`config.mk`:
```
export PLATFORM = sky130hd
export DESIGN_NAME = axi4_lite_master_flat
export DESIGN_NICKNAME = d
export VERILOG_FILES = /design/src/rtl/axi4_lite_pkg.sv /design/src/rtl/axi4_lite_master_if.sv /design/src/rtl/axi4_lite_master.sv /design/src/flat_wrapper.sv
export SDC_FILE = /design/constraint.sdc
export NUM_CORES = 1
export LEC_CHECK = 0
export BUFFER_PORTS_ARGS = -buffer_cell sky130_fd_sc_hd__buf_2
export CORE_MARGIN = 1.5
export CORE_UTILIZATION = 51
export DETAILED_ROUTE_END_ITERATION = 10
export GPL_TIMING_DRIVEN = 0
export HOLD_SLACK_MARGIN = 0.1
export PLACE_DENSITY_LB_ADDON = 0.05
export SYNTH_ARGS = -nofsm -noshare
export SYNTH_HDL_FRONTEND = slang
export SYNTH_SLANG_ARGS = --single-unit
```
`constraint.sdc`:
```
create_clock -name clk -period 4.2 [get_ports clk]
set_input_delay 0.21 -clock clk [delete_from_list [all_inputs] [get_ports clk]]
set_output_delay 0.21 -clock clk [all_outputs]
set_load 0.1 [all_outputs]
```
`src/rtl/axi4_lite_pkg.sv`:
```
`default_nettype none
// ============================================================================
// Module      : axi4_lite_pkg
// Description : Shared types and constants for the AXI4-Lite master: one-hot
//               sequencer state encoding and AXI response codes.
// Revision    : 1.0 - initial release
// ============================================================================
package axi4_lite_pkg;

  // One-hot encoding keeps state decode to a single bit per state.
  typedef enum logic [5:0] {
    ST_IDLE       = 6'b000001,
    ST_WRITE_REQ  = 6'b000010,
    ST_WRITE_RESP = 6'b000100,
    ST_READ_REQ   = 6'b001000,
    ST_READ_RESP  = 6'b010000,
    ST_RESPOND    = 6'b100000
  } state_e;

  localparam logic [1:0] RESP_OKAY   = 2'b00;
  localparam logic [1:0] RESP_EXOKAY = 2'b01;
  localparam logic [1:0] RESP_SLVERR = 2'b10;
  localparam logic [1:0] RESP_DECERR = 2'b11;

endpackage
`default_nettype wire

```
`src/rtl/axi4_lite_master_if.sv`:
```
`default_nettype none
// ============================================================================
// Module      : AXI_BUS
// Description : AXI4-Lite bus bundle (AW, W, B, AR, R) with Master and Slave
//               views.
// Revision    : 1.0 - initial release
// ============================================================================
interface AXI_BUS #(
  parameter int ADDR_WIDTH = 10,
  parameter int DATA_WIDTH = 32
) ();

  logic [ADDR_WIDTH-1:0] aw_addr;
  logic                  aw_valid;
  logic                  aw_ready;
  logic [DATA_WIDTH-1:0] w_data;
  logic                  w_valid;
  logic                  w_ready;
  logic [1:0]            b_resp;
  logic                  b_valid;
  logic                  b_ready;
  logic [ADDR_WIDTH-1:0] ar_addr;
  logic                  ar_valid;
  logic                  ar_ready;
  logic [DATA_WIDTH-1:0] r_data;
  logic [1:0]            r_resp;
  logic                  r_valid;
  logic                  r_ready;

  modport Master (
    output aw_addr, aw_valid, w_data, w_valid, b_ready, ar_addr, ar_valid, r_ready,
    input  aw_ready, w_ready, b_resp, b_valid, ar_ready, r_data, r_resp, r_valid
  );

  modport Slave (
    input  aw_addr, aw_valid, w_data, w_valid, b_ready, ar_addr, ar_valid, r_ready,
    output aw_ready, w_ready, b_resp, b_valid, ar_ready, r_data, r_resp, r_valid
  );

endinterface
`default_nettype wire

```
`src/rtl/axi4_lite_master.sv`:
```
`default_nettype none
// ============================================================================
// Module      : axi4_lite_master
// Description : Single-outstanding AXI4-Lite initiator. Converts valid/ready
//               word requests into AXI transactions and hands back the slave
//               response code untouched. All outputs are registers.
// Revision    : 1.0 - initial release
// ============================================================================
module axi4_lite_master
  import axi4_lite_pkg::*;
#(
  parameter int DATA_WIDTH = 32,
  parameter int ADDR_WIDTH = 10
) (
  input  wire                   clk,
  input  wire                   rst_n,
  input  wire                   req_valid,
  output logic                  req_ready,
  input  wire                   req_write,
  input  wire  [ADDR_WIDTH-1:0] req_addr,
  input  wire  [DATA_WIDTH-1:0] req_wdata,
  output logic                  rsp_valid,
  input  wire                   rsp_ready,
  output logic                  rsp_write,
  output logic [DATA_WIDTH-1:0] rsp_rdata,
  output logic [1:0]            rsp_resp,
  AXI_BUS.Master                amba_master
);

  state_e                state_q;
  logic                  req_ready_q;
  logic                  aw_valid_q;
  logic                  w_valid_q;
  logic                  b_ready_q;
  logic                  ar_valid_q;
  logic                  r_ready_q;
  logic                  aw_done_q;
  logic                  w_done_q;
  logic [ADDR_WIDTH-1:0] aw_addr_q;
  logic [ADDR_WIDTH-1:0] ar_addr_q;
  logic [DATA_WIDTH-1:0] w_data_q;
  logic                  rsp_valid_q;
  logic                  rsp_write_q;
  logic [DATA_WIDTH-1:0] rsp_rdata_q;
  logic [1:0]            rsp_resp_q;

  logic w_aw_fire;
  logic w_w_fire;
  logic w_b_fire;
  logic w_ar_fire;
  logic w_r_fire;

  assign w_aw_fire = aw_valid_q && amba_master.aw_ready;
  assign w_w_fire  = w_valid_q  && amba_master.w_ready;
  assign w_b_fire  = b_ready_q  && amba_master.b_valid;
  assign w_ar_fire = ar_valid_q && amba_master.ar_ready;
  assign w_r_fire  = r_ready_q  && amba_master.r_valid;

  // Transaction sequencer: one request in flight, AW and W issued together.
  always_ff @(posedge clk or negedge rst_n) begin
    if (!rst_n) begin
      state_q     <= ST_IDLE;
      req_ready_q <= 1'b0;
      aw_valid_q  <= 1'b0;
      w_valid_q   <= 1'b0;
      b_ready_q   <= 1'b0;
      ar_valid_q  <= 1'b0;
      r_ready_q   <= 1'b0;
      aw_done_q   <= 1'b0;
      w_done_q    <= 1'b0;
      aw_addr_q   <= '0;
      ar_addr_q   <= '0;
      w_data_q    <= '0;
      rsp_valid_q <= 1'b0;
      rsp_write_q <= 1'b0;
      rsp_rdata_q <= '0;
      rsp_resp_q  <= 2'b00;
    end else begin
      case (state_q)
        ST_IDLE: begin
          req_ready_q <= 1'b1;
          if (req_valid && req_ready_q) begin
            req_ready_q <= 1'b0;
            rsp_write_q <= req_write;
            if (req_write) begin
              aw_addr_q  <= req_addr;
              w_data_q   <= req_wdata;
              aw_valid_q <= 1'b1;
              w_valid_q  <= 1'b1;
              aw_done_q  <= 1'b0;
              w_done_q   <= 1'b0;
              state_q    <= ST_WRITE_REQ;
            end else begin
              ar_addr_q  <= req_addr;
              ar_valid_q <= 1'b1;
              state_q    <= ST_READ_REQ;
            end
          end
        end
        ST_WRITE_REQ: begin
          // Each channel retires on its own handshake, in any order.
          if (w_aw_fire) begin
            aw_valid_q <= 1'b0;
            aw_done_q  <= 1'b1;
          end
          if (w_w_fire) begin
            w_valid_q <= 1'b0;
            w_done_q  <= 1'b1;
          end
          if ((aw_done_q || w_aw_fire) && (w_done_q || w_w_fire)) begin
            aw_done_q <= 1'b0;
            w_done_q  <= 1'b0;
            b_ready_q <= 1'b1;
            state_q   <= ST_WRITE_RESP;
          end
        end
        ST_WRITE_RESP: begin
          if (w_b_fire) begin
            b_ready_q   <= 1'b0;
            rsp_resp_q  <= amba_master.b_resp;
            rsp_rdata_q <= '0;
            rsp_valid_q <= 1'b1;
            state_q     <= ST_RESPOND;
          end
        end
        ST_READ_REQ: begin
          if (w_ar_fire) begin
            ar_valid_q <= 1'b0;
            r_ready_q  <= 1'b1;
            state_q    <= ST_READ_RESP;
          end
        end
        ST_READ_RESP: begin
          if (w_r_fire) begin
            r_ready_q   <= 1'b0;
            rsp_rdata_q <= amba_master.r_data;
            rsp_resp_q  <= amba_master.r_resp;
            rsp_valid_q <= 1'b1;
            state_q     <= ST_RESPOND;
          end
        end
        ST_RESPOND: begin
          if (rsp_ready) begin
            rsp_valid_q <= 1'b0;
            req_ready_q <= 1'b1;
            state_q     <= ST_IDLE;
          end
        end
        default: begin
          // Unreachable encodings fall back to a quiet idle.
          state_q     <= ST_IDLE;
          req_ready_q <= 1'b0;
          aw_valid_q  <= 1'b0;
          w_valid_q   <= 1'b0;
          b_ready_q   <= 1'b0;
          ar_valid_q  <= 1'b0;
          r_ready_q   <= 1'b0;
          rsp_valid_q <= 1'b0;
        end
      endcase
    end
  end

  assign req_ready            = req_ready_q;
  assign rsp_valid            = rsp_valid_q;
  assign rsp_write            = rsp_write_q;
  assign rsp_rdata            = rsp_rdata_q;
  assign rsp_resp             = rsp_resp_q;
  assign amba_master.aw_addr  = aw_addr_q;
  assign amba_master.aw_valid = aw_valid_q;
  assign amba_master.w_data   = w_data_q;
  assign amba_master.w_valid  = w_valid_q;
  assign amba_master.b_ready  = b_ready_q;
  assign amba_master.ar_addr  = ar_addr_q;
  assign amba_master.ar_valid = ar_valid_q;
  assign amba_master.r_ready  = r_ready_q;

endmodule
`default_nettype wire

```
`src/flat_wrapper.sv`:
```
// flat-port wrapper written by rule: the top's interface ports become plain ports
module axi4_lite_master_flat import axi4_lite_pkg::*;
#(
  parameter int DATA_WIDTH = 32,
  parameter int ADDR_WIDTH = 10
)
  (clk, rst_n, req_valid, req_ready, req_write, req_addr, req_wdata, rsp_valid, rsp_ready, rsp_write, rsp_rdata, rsp_resp, amba_master_aw_addr, amba_master_aw_valid, amba_master_w_data, amba_master_w_valid, amba_master_b_ready, amba_master_ar_addr, amba_master_ar_valid, amba_master_r_ready, amba_master_aw_ready, amba_master_w_ready, amba_master_b_resp, amba_master_b_valid, amba_master_ar_ready, amba_master_r_data, amba_master_r_resp, amba_master_r_valid);
  AXI_BUS #(.ADDR_WIDTH(ADDR_WIDTH), .DATA_WIDTH(DATA_WIDTH)) amba_master_i ();
  input  wire clk;
  input  wire rst_n;
  input  wire req_valid;
  output logic req_ready;
  input  wire req_write;
  input  wire  [ADDR_WIDTH-1:0] req_addr;
  input  wire  [DATA_WIDTH-1:0] req_wdata;
  output logic rsp_valid;
  input  wire rsp_ready;
  output logic rsp_write;
  output logic [DATA_WIDTH-1:0] rsp_rdata;
  output logic [1:0] rsp_resp;
  output wire logic [$bits(amba_master_i.aw_addr)-1:0] amba_master_aw_addr;
  output wire logic [$bits(amba_master_i.aw_valid)-1:0] amba_master_aw_valid;
  output wire logic [$bits(amba_master_i.w_data)-1:0] amba_master_w_data;
  output wire logic [$bits(amba_master_i.w_valid)-1:0] amba_master_w_valid;
  output wire logic [$bits(amba_master_i.b_ready)-1:0] amba_master_b_ready;
  output wire logic [$bits(amba_master_i.ar_addr)-1:0] amba_master_ar_addr;
  output wire logic [$bits(amba_master_i.ar_valid)-1:0] amba_master_ar_valid;
  output wire logic [$bits(amba_master_i.r_ready)-1:0] amba_master_r_ready;
  input wire logic [$bits(amba_master_i.aw_ready)-1:0] amba_master_aw_ready;
  input wire logic [$bits(amba_master_i.w_ready)-1:0] amba_master_w_ready;
  input wire logic [$bits(amba_master_i.b_resp)-1:0] amba_master_b_resp;
  input wire logic [$bits(amba_master_i.b_valid)-1:0] amba_master_b_valid;
  input wire logic [$bits(amba_master_i.ar_ready)-1:0] amba_master_ar_ready;
  input wire logic [$bits(amba_master_i.r_data)-1:0] amba_master_r_data;
  input wire logic [$bits(amba_master_i.r_resp)-1:0] amba_master_r_resp;
  input wire logic [$bits(amba_master_i.r_valid)-1:0] amba_master_r_valid;
  assign amba_master_aw_addr = amba_master_i.aw_addr;
  assign amba_master_aw_valid = amba_master_i.aw_valid;
  assign amba_master_w_data = amba_master_i.w_data;
  assign amba_master_w_valid = amba_master_i.w_valid;
  assign amba_master_b_ready = amba_master_i.b_ready;
  assign amba_master_ar_addr = amba_master_i.ar_addr;
  assign amba_master_ar_valid = amba_master_i.ar_valid;
  assign amba_master_r_ready = amba_master_i.r_ready;
  assign amba_master_i.aw_ready = amba_master_aw_ready;
  assign amba_master_i.w_ready = amba_master_w_ready;
  assign amba_master_i.b_resp = amba_master_b_resp;
  assign amba_master_i.b_valid = amba_master_b_valid;
  assign amba_master_i.ar_ready = amba_master_ar_ready;
  assign amba_master_i.r_data = amba_master_r_data;
  assign amba_master_i.r_resp = amba_master_r_resp;
  assign amba_master_i.r_valid = amba_master_r_valid;
  axi4_lite_master #(.DATA_WIDTH(DATA_WIDTH), .ADDR_WIDTH(ADDR_WIDTH)) u_core (.clk(clk), .rst_n(rst_n), .req_valid(req_valid), .req_ready(req_ready), .req_write(req_write), .req_addr(req_addr), .req_wdata(req_wdata), .rsp_valid(rsp_valid), .rsp_ready(rsp_ready), .rsp_write(rsp_write), .rsp_rdata(rsp_rdata), .rsp_resp(rsp_resp), .amba_master(amba_master_i));
endmodule
```
# After elaboration in Yosys (flattened, before gate mapping)
# Cells that the tools add are included.
[word_totals]
output_inout_bits = 94
romBits = 0
word_cells = 117
latchBits = 0
inputBits = 88
mem_bits_rw = 0
n_memories = 0
ff_bits = 102
[classes]
n_eq_ne = 18
n_div = 0
shifts = 0
bitwise_logic = 7
n_mux = 45
n_lt_le_gt_ge = 0
multipliers = 0
n_addsub = 0
n_reduce_logical = 31
[ops]
columns = ["op", "count"]
rows = [
  ["two-way mux 32 bit", 2],
  ["one-hot mux 32 bit (2 select lines)", 1],
  ["two-way mux 6 bit", 6],
  ["one-hot mux 6 bit (6 select lines)", 1],
  ["AND reduction 4 bit", 6],
  ["two-way mux 1 bit", 22],
  ["OR reduction 4 bit", 5],
  ["one-hot mux 1 bit (3 select lines)", 6],
  ["AND reduction 3 bit", 5],
  ["inequality test 2 x 1 -> 1 bit, second input constant", 7],
  ["logical AND 1 bit", 7],
  ["inverter 1 bit", 7],
  ["== test 6 x 1 -> 1 bit, second input constant", 1],
  ["== test 6 x 2 -> 1 bit, second input constant", 1],
  ["== test 6 x 3 -> 1 bit, second input constant", 1],
  ["== test 6 x 4 -> 1 bit, second input constant", 1],
  ["== test 6 x 5 -> 1 bit, second input constant", 1],
  ["== test 6 bit, second input constant", 1],
  ["inequality test 2 bit, second input constant", 3],
  ["inequality test 3 x 1 -> 1 bit, second input constant", 2],
  ["AND reduction 6 bit", 1],
  ["two-way mux 2 bit", 2],
  ["two-way mux 4 bit", 1],
  ["one-hot mux 1 bit (2 select lines)", 2],
  ["6 further kinds", 9],
]

# Longest topological paths before layout
# Gate-level depths: netlist of the first run.
[depth]
depth_word = 5
mapped_depth = 7
depth_no_buf = 4

# Worst setup path before layout of the first run
# Ideal clock, no wire load.
[synth_path]
kind = "reg2reg"
startpoint = "register u_core.req_ready_q, in the netlist u_core.req_ready"
endpoint = "register u_core.aw_addr_q[2], in the netlist u_core.amba_master.aw_addr[2]"
path_slack_ns = 2.112
t_arrival_ns = 1.960
required_time_ns = 4.072
path_buffers = 2
synth_period_minus_slack_ns = 2.088
path_stages_with_launch = 6
setup_time_ns = 0.128
cell_sequence = "dfrtp_1 and2_1 nand4_1 buf_2 buf_2 mux2_1"
[synth_via]
elab_chain_cells = 2
[synth_lines]
columns = ["item", "line_no", "rtl"]
rows = [
  ["start, declared", "axi4_lite_master.sv:31", "logic req_ready_q;"],
  ["start signal, assigned", "axi4_lite_master.sv:63", "req_ready_q <= 1'b0;"],
  ["start signal, assigned", "axi4_lite_master.sv:81", "req_ready_q <= 1'b1;"],
  ["start signal, assigned", "axi4_lite_master.sv:83", "req_ready_q <= 1'b0;"],
  ["logical AND 1 bit", "axi4_lite_master.sv:82", "if (req_valid && req_ready_q) begin"],
  ["AND reduction 3 bit (no line)", "--", ""],
  ["end signal, assigned", "axi4_lite_master.sv:86", "aw_addr_q <= req_addr;"],
  ["end, declared", "axi4_lite_master.sv:39", "logic [ADDR_WIDTH-1:0] aw_addr_q;"],
]
# Every way passes these cells.
# A chain may end at the register's enable or synchronous reset.

# Worst setup path after layout of the first run
[layout_path]
startpoint = "register u_core.state_q[4]"
endpoint = "register u_core.rsp_rdata_q[3], in the netlist u_core.rsp_rdata[3]"
[layout_via]
elab_chain_cells = 3
elab_cells_between_ends = 7
cone_classes = "4 x eq/ne; 1 x mux; 2 x reduce/logical"
[layout_lines]
columns = ["item", "line_no", "rtl"]
rows = [
  ["start, declared", "axi4_lite_master.sv:30", "state_e state_q;"],
  ["start signal, assigned", "axi4_lite_master.sv:62", "state_q <= ST_IDLE;"],
  ["start signal, assigned", "axi4_lite_master.sv:92", "state_q <= ST_WRITE_REQ;"],
  ["start signal, assigned", "axi4_lite_master.sv:96", "state_q <= ST_READ_REQ;"],
  ["== test 6 x 3 -> 1 bit or == test 6 x 5 -> 1 bit (tied branches)", "axi4_lite_master.sv:79", "case (state_q)"],
  ["inequality test 2 x 1 -> 1 bit (no line) or nonzero test 2 bit (tied branches)", "--", ""],
  ["AND reduction 3 bit (no line)", "--", ""],
  ["end signal, assigned", "axi4_lite_master.sv:136", "rsp_rdata_q <= amba_master.r_data;"],
  ["end, declared", "axi4_lite_master.sv:44", "logic [DATA_WIDTH-1:0] rsp_rdata_q;"],
]
# Several ways; a longest one is shown, not always the timed one.

==> results of run 1 <==
==> cells in the mapped netlist (5+ instances only) <==
| cell | n |
|---|---|
| nand3_1 | 8 |
| nand2_1 | 13 |
| buf_2 | 12 |
| clkbuf_1 | 5 |
| o21ai_0 | 12 |
| mux2_2 | 42 |
| a22o_1 | 32 |
| mux2_1 | 14 |
| nor3_1 | 5 |
| dfrtp_1 | 101 |
| nor2_1 | 6 |
==> layout by cell type, fill, tap and decap left out, types with 5 or more instances in the layout <==
cell,instances
nand3_1,8
a22o_1,32
mux2_1,14
nor2_1,6
o21ai_0,12
clkbuf_1,7
nor3_1,5
mux2_2,42
dfrtp_1,101
clkbuf_8,10
buf_2,192
dlygate4sd3_1,75
nand2_1,13
==> registers in the layout, indices dropped and copies added (netlist names), 2 cells and up <==
| signal | cells |
|---|---|
| u_core.amba_master.w_data | 32 |
| u_core.amba_master.ar_addr | 10 |
| u_core.rsp_resp | 2 |
| u_core.state_q | 6 |
| u_core.rsp_rdata | 32 |
| u_core.amba_master.aw_addr | 10 |
==> per-layer routing <==
metal,up-vias,wire length [um],global-route usage [%]
met1,1769,4710,33.2
met4,0,200,9.60
met3,17,694,6.83
met5,-,0,0
li1,1648,-,-
met2,139,6140,47.2
==> cell type report <==
class	count	area [sq um]
Fill cell	531	1640
Clock inverter	3	45.0
Sequential cell	102	2550
Clock buffer	12	145
Tap cell	102	128
Timing Repair Buffer	257	1690
Multi-Input combinational cell	179	1520
Buffer	19	97.6
==> cells by family (layout without fill, tap and decap cells) <==
logic type,count (synthesis),count (layout)
flip-flops,102,102
AO/OA/AOI/OAI,66,66
multiplexers,56,56
AND/OR/NAND/NOR,53,53
buffers and inverters,19,291
XOR/XNOR,4,4
==> worst paths after layout <==
kind / slack, ps / endpoint / depth (start not counted)
setup / recovery: 2090 / u_core.rsp_rdata[3] / 6
hold / removal: 160 / u_core.state_q[4] / 3
setup reg to reg: 2090 / u_core.rsp_rdata[3] / 6
hold reg to reg: 500 / u_core.amba_master.w_data[6] / 1
max in group asynchronous: 3110 / u_core.state_q[0] / 3
min in group asynchronous: 380 / u_core.amba_master.w_data[6] / 2
==> worst max-delay path: stages, from the launching register on <==
cell	delay [ps]
dfrtp_1	400
buf_6	150
nor4_4	430
a22oi_1	250
nand3b_4	290
buf_2	230
a22o_1	260
==> metrics by stage <==
| step | area, sq um | std cells | hold WS [ps] | worst slack [ps] |
|---|---|---|---|---|
| floorplan | 4170 | 300 | -85.6 | 2110 |
| global placement | 5200 | 583 | 420 | 1900 |
| detailed placement | 5230 | 584 | 231 | 2130 |
| CTS | 6160 | 673 | 104 | 2120 |
| global route | 6170 | 674 | 142 | 1970 |
| finish | 6170 | 674 | 164 | 2090 |
==> summary.md, run 1 <==
The flow ran to the end, and the final reports show no timing, DRC or antenna violations. Area fraction in compound gates after synthesis: 12.3%. The startpoint identified for the worst register-to-register timing path is u_core.state_q[4]. The via-per-instance ratio was 5.30. The dominant register cell in the synthesized netlist was dfrtp_1. For the count of final setup violators, the log shows 0.

The number of antenna diodes in the final layout is 0. Once detail routing completed, the nets flagged for antenna violations numbered 0. For this configuration, the core starts out at a cell density of 53.4%. The initial antenna violation count was 0; the overall global routing resource usage was 27.4%. At the later pin of the worst-skew pair, clock insertion delay measures 350 ps.

For the number of global-route vias before repair, the log shows 3,796. Share of the cycle needed by the critical path after routing: 50.3%. The count of cells resized by post-cts repair is 0. Wire length of the first global-routing pass: 18,300 um.

The tools report the number of nets produced by synthesis as 388. In this run the mean area of a mapped cell was 13.9 sq um. The tools report the share of the core filled with cells in the final layout as 79.1%. Hold repair after CTS inserted 74 buffers. Counting along the longest clock path gives a buffer depth of 2.

In the synthesized netlist the async set-or-reset flop fraction comes to 100%. For the count of mapped cells out of synthesis, the log shows 300. Clock net sink count: 102. STA classifies the critical path startpoint as a register.

Of the cells placed in the final design, the portion with a size suffix greater than 1 is 45.6%. Clock skew on the completed layout was measured at 9.99 ps. The first detailed-routing pass ran for 4 iterations. The die covers 8720 sq um. Setup repair after global routing left no endpoint under its margin. Row count: 32. Measured against the total synthesized area, the mux share comes to 15.1%. Measured along the x axis, the die boundary spans 93.4 um. For this run, the number of Yosys warnings is 0.

The dominant combinational cell family by area after synthesis is multiplexers. The final layout contains routed wiring with a total length of 11,700 um. After routing, the total negative slack on setup checks comes to 0 ps.

Cell accounting for the most synthesized area: dfrtp_1. The area added between synthesis and finish works out to 48.1%. The number of top-level pins is 182. Of the total synthesized cell area, the portion taken by AND, OR, NAND and NOR gates is 8.11%.

The number of register bits inferred by synthesis was 102; the fraction of post-synthesis cell area in the top cell type by area was 60.6%. The logs give 64.9% for the worst slew margin relative to its limit and 65 for the pin count of the biggest net entering global routing. Summing the areas of all fa, ha and maj instances in the mapped netlist gives 0% of the synthesized area.

The core region is 7810 sq um. STA puts the critical path data required time at 4440 ps. Summing the areas of all xor and xnor instances in the mapped netlist gives 0.841% of the synthesized area. Startpoint-to-endpoint class of the critical path: register to register.

The cell sitting at the root of the clock tree is a clkbuf_8. The wire length per cell was 17.4 um. The H-tree was split into 3 levels.

The netlist uses 35 different library cells. TritonCTS created 9 clock buffers. In the post-synthesis netlist, the biggest area contributors are dfrtp_1 61%, mux2_2 11%, a22o_1 6.7%. The aggregate global routing overflow is 0.

STA classifies the critical path endpoint as a register. For this run, design rule violations remaining after detail routing come to 0. For this block, the initial DRC count from the detailed router was 142.

Based on the critical path, the design can be clocked at up to 0.474 GHz. The slew at the pin closest to its max-slew limit works out to 527 ps. The count of flip-flops with a built-in enable after synthesis was 0; the post-synthesis cell area was 4170 sq um.

After synthesis, flip-flops and latches occupy 61.3% of the total area. The start point of the worst hold path is amba_master_ar_ready. The die height works out to 93.4 um. The path category of the worst min-delay check is input port to register.

The tools report the critical path startpoint as u_core.state_q[4]. After clock tree synthesis, the clock-pin slew on the worst setup and hold paths is 90 ps. The final number of hold-violating endpoints is 0. Data arrives at the worst endpoint at 2350 ps. The final critical delay including setup and external delays was 2110 ps.

The post-CTS setup buffer count is 0. In the final design database the tool counted 656 nets. The top fanout value on the critical path was 10. TritonCTS built the clock tree. The final weighted congestion in routability-driven placement is 0.898. Port buffering added 181 buffers. Detailed routing inserted a total of 3,573 vias. The final count of pins violating max slew is 0. The tool flagged a number of max-cap violations equal to 0.

The final HPWL from detailed placement is 7660 um.
Power of run 1 is not shown: default switching activity piles up to over one toggle a cycle in this logic, so the estimate is an artifact.
==> run 2, diff against run 1 <==
--- a/config.mk
+++ b/config.mk
@@ -7,7 +7,7 @@
 export LEC_CHECK = 0
 export BUFFER_PORTS_ARGS = -buffer_cell sky130_fd_sc_hd__buf_2
 export CORE_MARGIN = 1.5
-export CORE_UTILIZATION = 51
+export CORE_UTILIZATION = 43
 export DETAILED_ROUTE_END_ITERATION = 10
 export GPL_TIMING_DRIVEN = 0
 export HOLD_SLACK_MARGIN = 0.1
==> constraint.sdc (replaced) <==
create_clock -name clk -period 1.8 [get_ports clk]
set_input_delay 0.09 -clock clk [delete_from_list [all_inputs] [get_ports clk]]
set_output_delay 0.09 -clock clk [all_outputs]
set_load 0.1 [all_outputs]
==> summary.md, run 2 (synthesized netlist as in run 1, its figures left out) <==
The flow ran to the end, but the final reports show violations. The final reports fail on setup timing. The top fanout value on the critical path came out at 5 (was 10).

The logs give 0 (unchanged) for the final number of hold-violating endpoints and 72.9% (was 79.1%) for the share of the core filled with cells in the final layout. The H-tree level count was 3 (unchanged); the sequential cell fraction of total power was 26.5%. For this design the total switching power over the nets is 7.34 mW. The initial antenna violation count is 0 (unchanged). In this run the static leakage power is 3.48 nW. The clock network is responsible for 11.4% of the overall power. The port buffer count came out at 181 (unchanged).

The worst-case hold slack was 150 ps (was 164 ps); the number of top-level pins was 182 (unchanged). The logs give 0.532 GHz (was 0.474 GHz) for the timing-limited maximum frequency and 0 (unchanged) for the post-detailed-route count of antenna-violating nets. The logs give 22.4% (was 27.4%) for the overall global routing resource usage and 0 (unchanged) for the residual DRC count. The floorplan die width is 101 um (was 93.4 um). The run gives 0 (unchanged) as the number of antenna diodes. Startpoint-to-endpoint class of the critical path: register to register (unchanged). The tools report the reg-to-reg startpoint as u_core.state_q[5] (was u_core.state_q[4]). TritonCTS built the clock tree.

Final critical delay including setup and external delays: 1880 ps (was 2110 ps). Net switching is 57.2% of the power. The met1 wire length came out at 4920 um (was 4710 um). The tools report the startpoint type of the worst setup path as a register (unchanged). The length of routed met3 wiring is 568 um (was 694 um), and the final weighted congestion in routability-driven placement is 0.859 (was 0.898).

The tools report the data required time at the worst endpoint as 2050 ps (was 4440 ps). For the arrival time of the worst setup path, the log shows 2130 ps (was 2350 ps). Commonest cells after routing, fill and taps aside: 180 x buf_2, 96 x dfrtp_1, 82 x dlygate4sd3_1 (was 192 x buf_2, 101 x dfrtp_1, 75 x dlygate4sd3_1).

The tools report the buffer cell driving the clock tree root as clkbuf_8 (unchanged). The pin count of the biggest net entering global routing is 61 (was 65), and the number of DRC markers in iteration 0 is 119 (was 142). For the total of max-cap violations, the log shows 0 (unchanged). The number of buffers inserted during clock tree synthesis came out at 9 (unchanged).

For this design the ratio of total power to cell area is 1890 nW/um^2. The worst-case clock skew came out at 14.6 ps (was 9.99 ps). The part of the power in combinational logic came out at 62.0%. The worst-case IR drop observed on VDD is 0.00178 V. For the initial core utilization, the log shows 44.7% (was 53.4%).

Path category of the worst min-delay check: input port to register (unchanged). The insertion delay of the later-clocked pin in the worst-skew pair was 360 ps (was 350 ps). The logs give 6000 um (was 6140 um) for the routed length on met2 and 3,682 (was 3,573) for the routed via count.

The area added between synthesis and finish was 63.1% (was 48.1%); the sum of routed wire length over all layers was 11,700 um (about the same). The internal reg-to-reg setup slack came out at -80 ps (was 2090 ps). The run gives -80.6 ps (was 2090 ps) as the least setup slack across all paths after layout. The tools report the critical path startpoint as u_core.state_q[5] (was u_core.state_q[4]). The slew at the pin closest to its max-slew limit is 578 ps (was 527 ps).

The critical path capture point type was a register (unchanged). The final count of pins violating max slew was 0 (unchanged). For the maximum buffer depth of the clock tree, the log shows 2 (unchanged). Setup repair after global routing could not meet its margin everywhere.

The logs give 35 (was 32) for the row count and 4 (unchanged) for the detailed-routing iteration count for the pre-antenna-repair pass. The die height works out to 101 um (was 93.4 um). The count of final setup violators was 18 (was 0); the share of layout cells above drive strength 1 was 52.3% (was 45.6%). The run gives 7310 um (was 7660 um) as the final HPWL from detailed placement.

Aggregate global routing overflow: 0 (unchanged). The tools report the start point of the worst hold path as amba_master_b_valid (was amba_master_ar_ready). The number of global-route vias before repair was 3,692 (was 3,796). Share of the cycle needed by the critical path after routing: 104% (was 50.3%). Commonest non-fill, non-tap cell in the layout: buf_2 (unchanged). The run gives 687 (was 656) as the number of nets in the final layout.

The top layer reached by signal wires was met4 (unchanged). The wire length per cell was 16.0 um (was 17.4 um); the internal power component was 5.50 mW. The clock transition time at the flip-flop clock pins of the worst setup and hold paths works out to 100 ps (was 90 ps). The tools report the die area as 10,300 sq um (was 8720 sq um).

The wire length of the first global-routing pass was 17,900 um (was 18,300 um). The run gives 61.4% (was 64.9%) as the worst slew margin relative to its limit. The clock net sink count was 102 (unchanged); the placeable core region was 9330 sq um (was 7810 sq um). The via-per-instance ratio works out to 5.02 (was 5.30).
## run 2: what timing repair did
action	in CTS	in global routing
setup buffers	13	9
hold endpoints to repair	132	0
cloned	2	2
endpoints found under the setup margin	91	96
hold buffers	82	0
pin swaps	8	3
resized for setup	54	26
## run 2: per-stage QoR
stage	TNS (ps)	std cells	cell area [sq um]	worst slack, ps	power [mW]
floorplan	0	300	4170	4.92	9.43
global placement	-60030	610	5240	-770	10.5
detailed placement	-16700	611	5270	-376	10.7
CTS	-672	724	6630	-68.4	12.7
global route	-4700	733	6800	-132	13.3
finish	-448	733	6800	-80.6	12.8
## run 2: area by class of cell
cell class | instances | area, sq um
sequential | 102 | 2560
fill | 651 | 2530
timing repair buffer | 289 | 2020
multi-input combinational | 179 | 1680
clock buffer | 13 | 179
buffer | 18 | 164
tap | 129 | 161
clock inverter | 3 | 26.3
## run 2: worst paths after layout
check	cells past startpoint	endpoint
worst max-delay path	6	u_core.rsp_resp[0]
worst min-delay path	4	u_core.state_q[2]
worst max register to register	6	u_core.rsp_resp[0]
worst min register to register	1	u_core.rsp_valid
max in group asynchronous	3	u_core.rsp_rdata[16]
min in group asynchronous	2	u_core.amba_master.w_data[28]
## run 2: worst max-delay path, stage by stage, from the launching register on
cell and delay, ps:
dfrtp_2 480, buf_6 140, nor4b_4 290, buf_4 210, nand2_8 70, mux2_4 310, mux2_2 260
## run 2: per-layer routing
metal	up-vias	global-route usage [%]
met5	-	0
met4	0	8.65
met3	22	4.42
met2	127	38.2
met1	1826	28.3
li1	1707	-
## run 2: power by group through the flow
stage / Sequential [mW] / Combinational [mW] / Clock, mW
4_1_cts: 3.38 / 7.78 / 1.49
3_5_place_dp: 3.41 / 7.25 / 0
2_1_floorplan: 8.24 / 1.19 / 0
6_report: 3.41 / 7.97 / 1.47
5_1_grt: 3.49 / 8.23 / 1.59
3_3_place_gp: 3.36 / 7.17 / 0
Note: power is estimated with default switching activity, not from simulation.
==> run 3, diff against run 2 <==
--- a/config.mk
+++ b/config.mk
@@ -5,6 +5,7 @@
 export SDC_FILE = /design/constraint.sdc
 export NUM_CORES = 1
 export LEC_CHECK = 0
+export ABC_AREA = 1
 export BUFFER_PORTS_ARGS = -buffer_cell sky130_fd_sc_hd__buf_2
 export CORE_MARGIN = 1.5
 export CORE_UTILIZATION = 43
==> summary.md, run 3 <==
The residual DRC count is 0 (unchanged), and the initial antenna violation count is 0 (unchanged). The post-synthesis cell area was 4380 sq um (was 4170 sq um). Row count: 36 (was 35). The logs give 2 (unchanged) for the maximum buffer depth of the clock tree and 44.6% (was 44.7%) for the initial core utilization.

For the worst-case clock skew, the log shows 11.9 ps (was 14.6 ps). The final critical delay including setup and external delays is 1630 ps (was 1880 ps). The post-route cell area came out at 6540 sq um (was 6800 sq um). The area added between synthesis and finish is 49.4% (was 63.1%), and the aggregate global routing overflow is 0 (unchanged). Overall global routing resource usage: 24.3% (was 22.4%).

The yosys synthesis warning count was 0 (unchanged). The logs give 0.894 (was 0.859) for the final weighted congestion in routability-driven placement and 66.6% (was 72.9%) for the share of the core filled with cells in the final layout. Most crowded layer after global routing: met2 (unchanged). The worst slew margin relative to its limit came out at 58.4% (was 61.4%). The run gives 12,700 um (was 11,700 um) as the sum of routed wire length over all layers.

Startpoint-to-endpoint class of the critical path: register to register (unchanged). Dominant cells by area after synthesis: dfrtp_1 58%, nand2_1 18%, nand3_1 8.9% (was dfrtp_1 61%, mux2_2 11%, a22o_1 6.7%). The count of mapped cells out of synthesis is 500 (was 300). TritonCTS built the clock tree. The number of top-level pins is 182 (unchanged).

The cell accounting for the most synthesized area is dfrtp_1 (unchanged). The tools report the final number of hold-violating endpoints as 0 (unchanged). The dominant register cell in the synthesized netlist is dfrtp_1 (unchanged).

The distinct cell type count of the synthesized netlist is 27 (was 35). The number of register bits inferred by synthesis was 102 (unchanged); the wire length of the first global-routing pass was 21,300 um (was 17,900 um). Number of nets produced by synthesis: 588 (was 388).

The run finished with clean final reports. The worst-case hold slack came out at 127 ps (was 150 ps). The via-per-instance ratio was 4.75 (was 5.02); the clock transition time at the flip-flop clock pins of the worst setup and hold paths was 90 ps (was 100 ps). The logs give 166 ps (was -80.6 ps) for the least setup slack across all paths after layout and 168 (was 119) for the number of DRC markers in iteration 0.

The total area of multi-input combinational cells came out at 1560 sq um (was 1680 sq um). The worst setup timing slack at the placement stage was 111 ps (was -376 ps); the die height was 104 um (was 101 um). The tools report the critical path capture point type as a register (unchanged). The average footprint of a synthesized cell is 8.75 sq um (was 13.9 sq um), and the wire length per cell is 13.8 um (was 16.0 um).

Clock net sink count: 102 (unchanged). The run gives 1880 ps (was 2130 ps) as the arrival time of the worst setup path. The placeable core region was 9820 sq um (was 9330 sq um). The combined flip-flop and latch cell area is 2560 sq um (about the same), and the top fanout value on the critical path is 10 (was 5). The buffer cell driving the clock tree root is clkbuf_8 (unchanged). The fraction of met3 tracks used by global routing is 5.08% (was 4.42%). Sequential share of the synthesized area: 58.4% (was 61.3%).

The logs give 0 (unchanged) for the total of max-cap violations and 10,800 sq um (was 10,300 sq um) for the die area. The share of the cycle needed by the critical path after routing works out to 90.8% (was 104%). The H-tree level count was 3 (unchanged); the timing-limited maximum frequency was 0.612 GHz (was 0.532 GHz). The commonest non-fill, non-tap cell in the layout was nand2_1 (was buf_2).

Commonest cells after routing, fill and taps aside: 204 x nand2_1, 191 x buf_2, 98 x dfrtp_1 (was 180 x buf_2, 96 x dfrtp_1, 82 x dlygate4sd3_1). The instance area at placement was 5480 sq um (was 5270 sq um). The number of antenna diodes was 0 (unchanged); the met2 routing resource usage after global routing was 39.9% (was 38.2%). For the data required time at the worst endpoint, the log shows 2040 ps (was 2050 ps).

The routed via count was 4,358 (was 3,682). Number of buffers inserted during clock tree synthesis: 9 (unchanged). The final count of pins violating max slew is 0 (unchanged), and the number of global-route vias before repair is 4,371 (was 3,692).

Async set-or-reset flop fraction in the synthesized netlist: 100% (unchanged). Setup repair after global routing left no endpoint under its margin. The insertion delay of the later-clocked pin in the worst-skew pair was 360 ps (about the same); the global-route met1 utilization was 31.1% (was 28.3%). The logs give 57 (was 61) for the pin count of the biggest net entering global routing and 0 (was 18) for the count of final setup violators.

The fraction of post-synthesis cell area in the top cell type by area is 57.8% (was 60.6%). The number of nets in the final layout was 867 (was 687); the internal reg-to-reg setup slack was 170 ps (was -80 ps). The detailed-routing iteration count for the pre-antenna-repair pass was 5 (was 4). Most instantiated cells after synthesis: 204 x nand2_1, 101 x dfrtp_1, 78 x nand3_1, 27 x inv_1, 18 x o21ai_1 (was 101 x dfrtp_1, 42 x mux2_2, 32 x a22o_1, 14 x mux2_1, 13 x nand2_1).

Most repeated cell in the gate-level netlist after synthesis: nand2_1 (was dfrtp_1). For the count of fill cells added during filler insertion, the log shows 869 (was 651). Path category of the worst min-delay check: input port to register (unchanged). Slew at the pin closest to its max-slew limit: 624 ps (was 578 ps). The floorplan die width works out to 104 um (was 101 um). The share of layout cells above drive strength 1 came out at 30.6% (was 52.3%). The port buffer count was 181 (unchanged). The run gives 8420 um (was 7310 um) as the final HPWL from detailed placement. The startpoint type of the worst setup path is a register (unchanged).

The count of flip-flops with a built-in enable after synthesis was 0 (unchanged); the post-detailed-route count of antenna-violating nets was 0 (unchanged).
run 3: repair_timing:
action                                  4_1_cts  5_1_grt
hold endpoints to repair                    137        0
hold buffers                                 84        0
endpoints found under the setup margin        0       12
resized for setup                             0        2
buffers inserted                              0        2
run 3: kinds of logic after synthesis:
group,synth area share (%)
DFF,58.4
buffers and inverters,6.01
AOI/OAI and AO/OA,3.40
and+or+nand+nor,32.2
run 3: cell type report:
| class | count | area share [%] |
|---|---|---|
| Tap cell | 133 | 2.55 |
| Inverter | 31 | 1.78 |
| Timing Repair Buffer | 268 | 27.4 |
| Sequential cell | 102 | 39.1 |
| Buffer | 22 | 2.28 |
| Multi-Input combinational cell | 345 | 23.9 |
| Clock inverter | 6 | 0.957 |
| Clock buffer | 10 | 1.95 |
run 3: routing by layer:
| layer | vias up | routed length [um] | share of wire [%] |
|---|---|---|---|
| met5 | - | 0 | 0 |
| met2 | 166 | 6050 | 48 |
| met1 | 2014 | 5400 | 43 |
| met4 | 0 | 397 | 3.1 |
| li1 | 2144 | - | - |
| met3 | 34 | 810 | 6.4 |
run 3: critical path: stages, from the launching register on:
cell	delay [ps]
dfstp_2	580
inv_2	50
nor2_4	120
nand3_4	140
nor2_8	200
nand2_4	100
buf_2	190
nand2_1	70
nand2_1	60
run 3: metrics by stage:
step | TNS [ps] | instances
finish | 0 | 917
global route | 0 | 917
CTS | 0 | 915
detailed placement | 0 | 815
global placement | -50060 | 814
floorplan | 0 | 500
run 3: path summary, 6_finish.rpt:
path	from	cells past startpoint	to
min in group asynchronous	rst_n	2	u_core.aw_done_q
min	amba_master_aw_ready	4	u_core.aw_done_q
max	u_core.state_q[0]	8	u_core.amba_master.w_data[13]
min reg2reg	u_core.amba_master.w_data[20]	2	u_core.amba_master.w_data[20]
max in group asynchronous	rst_n	3	u_core.amba_master.w_data[5]
max reg2reg	u_core.state_q[0]	8	u_core.amba_master.w_data[13]
Power of run 3 is left out for the same reason.
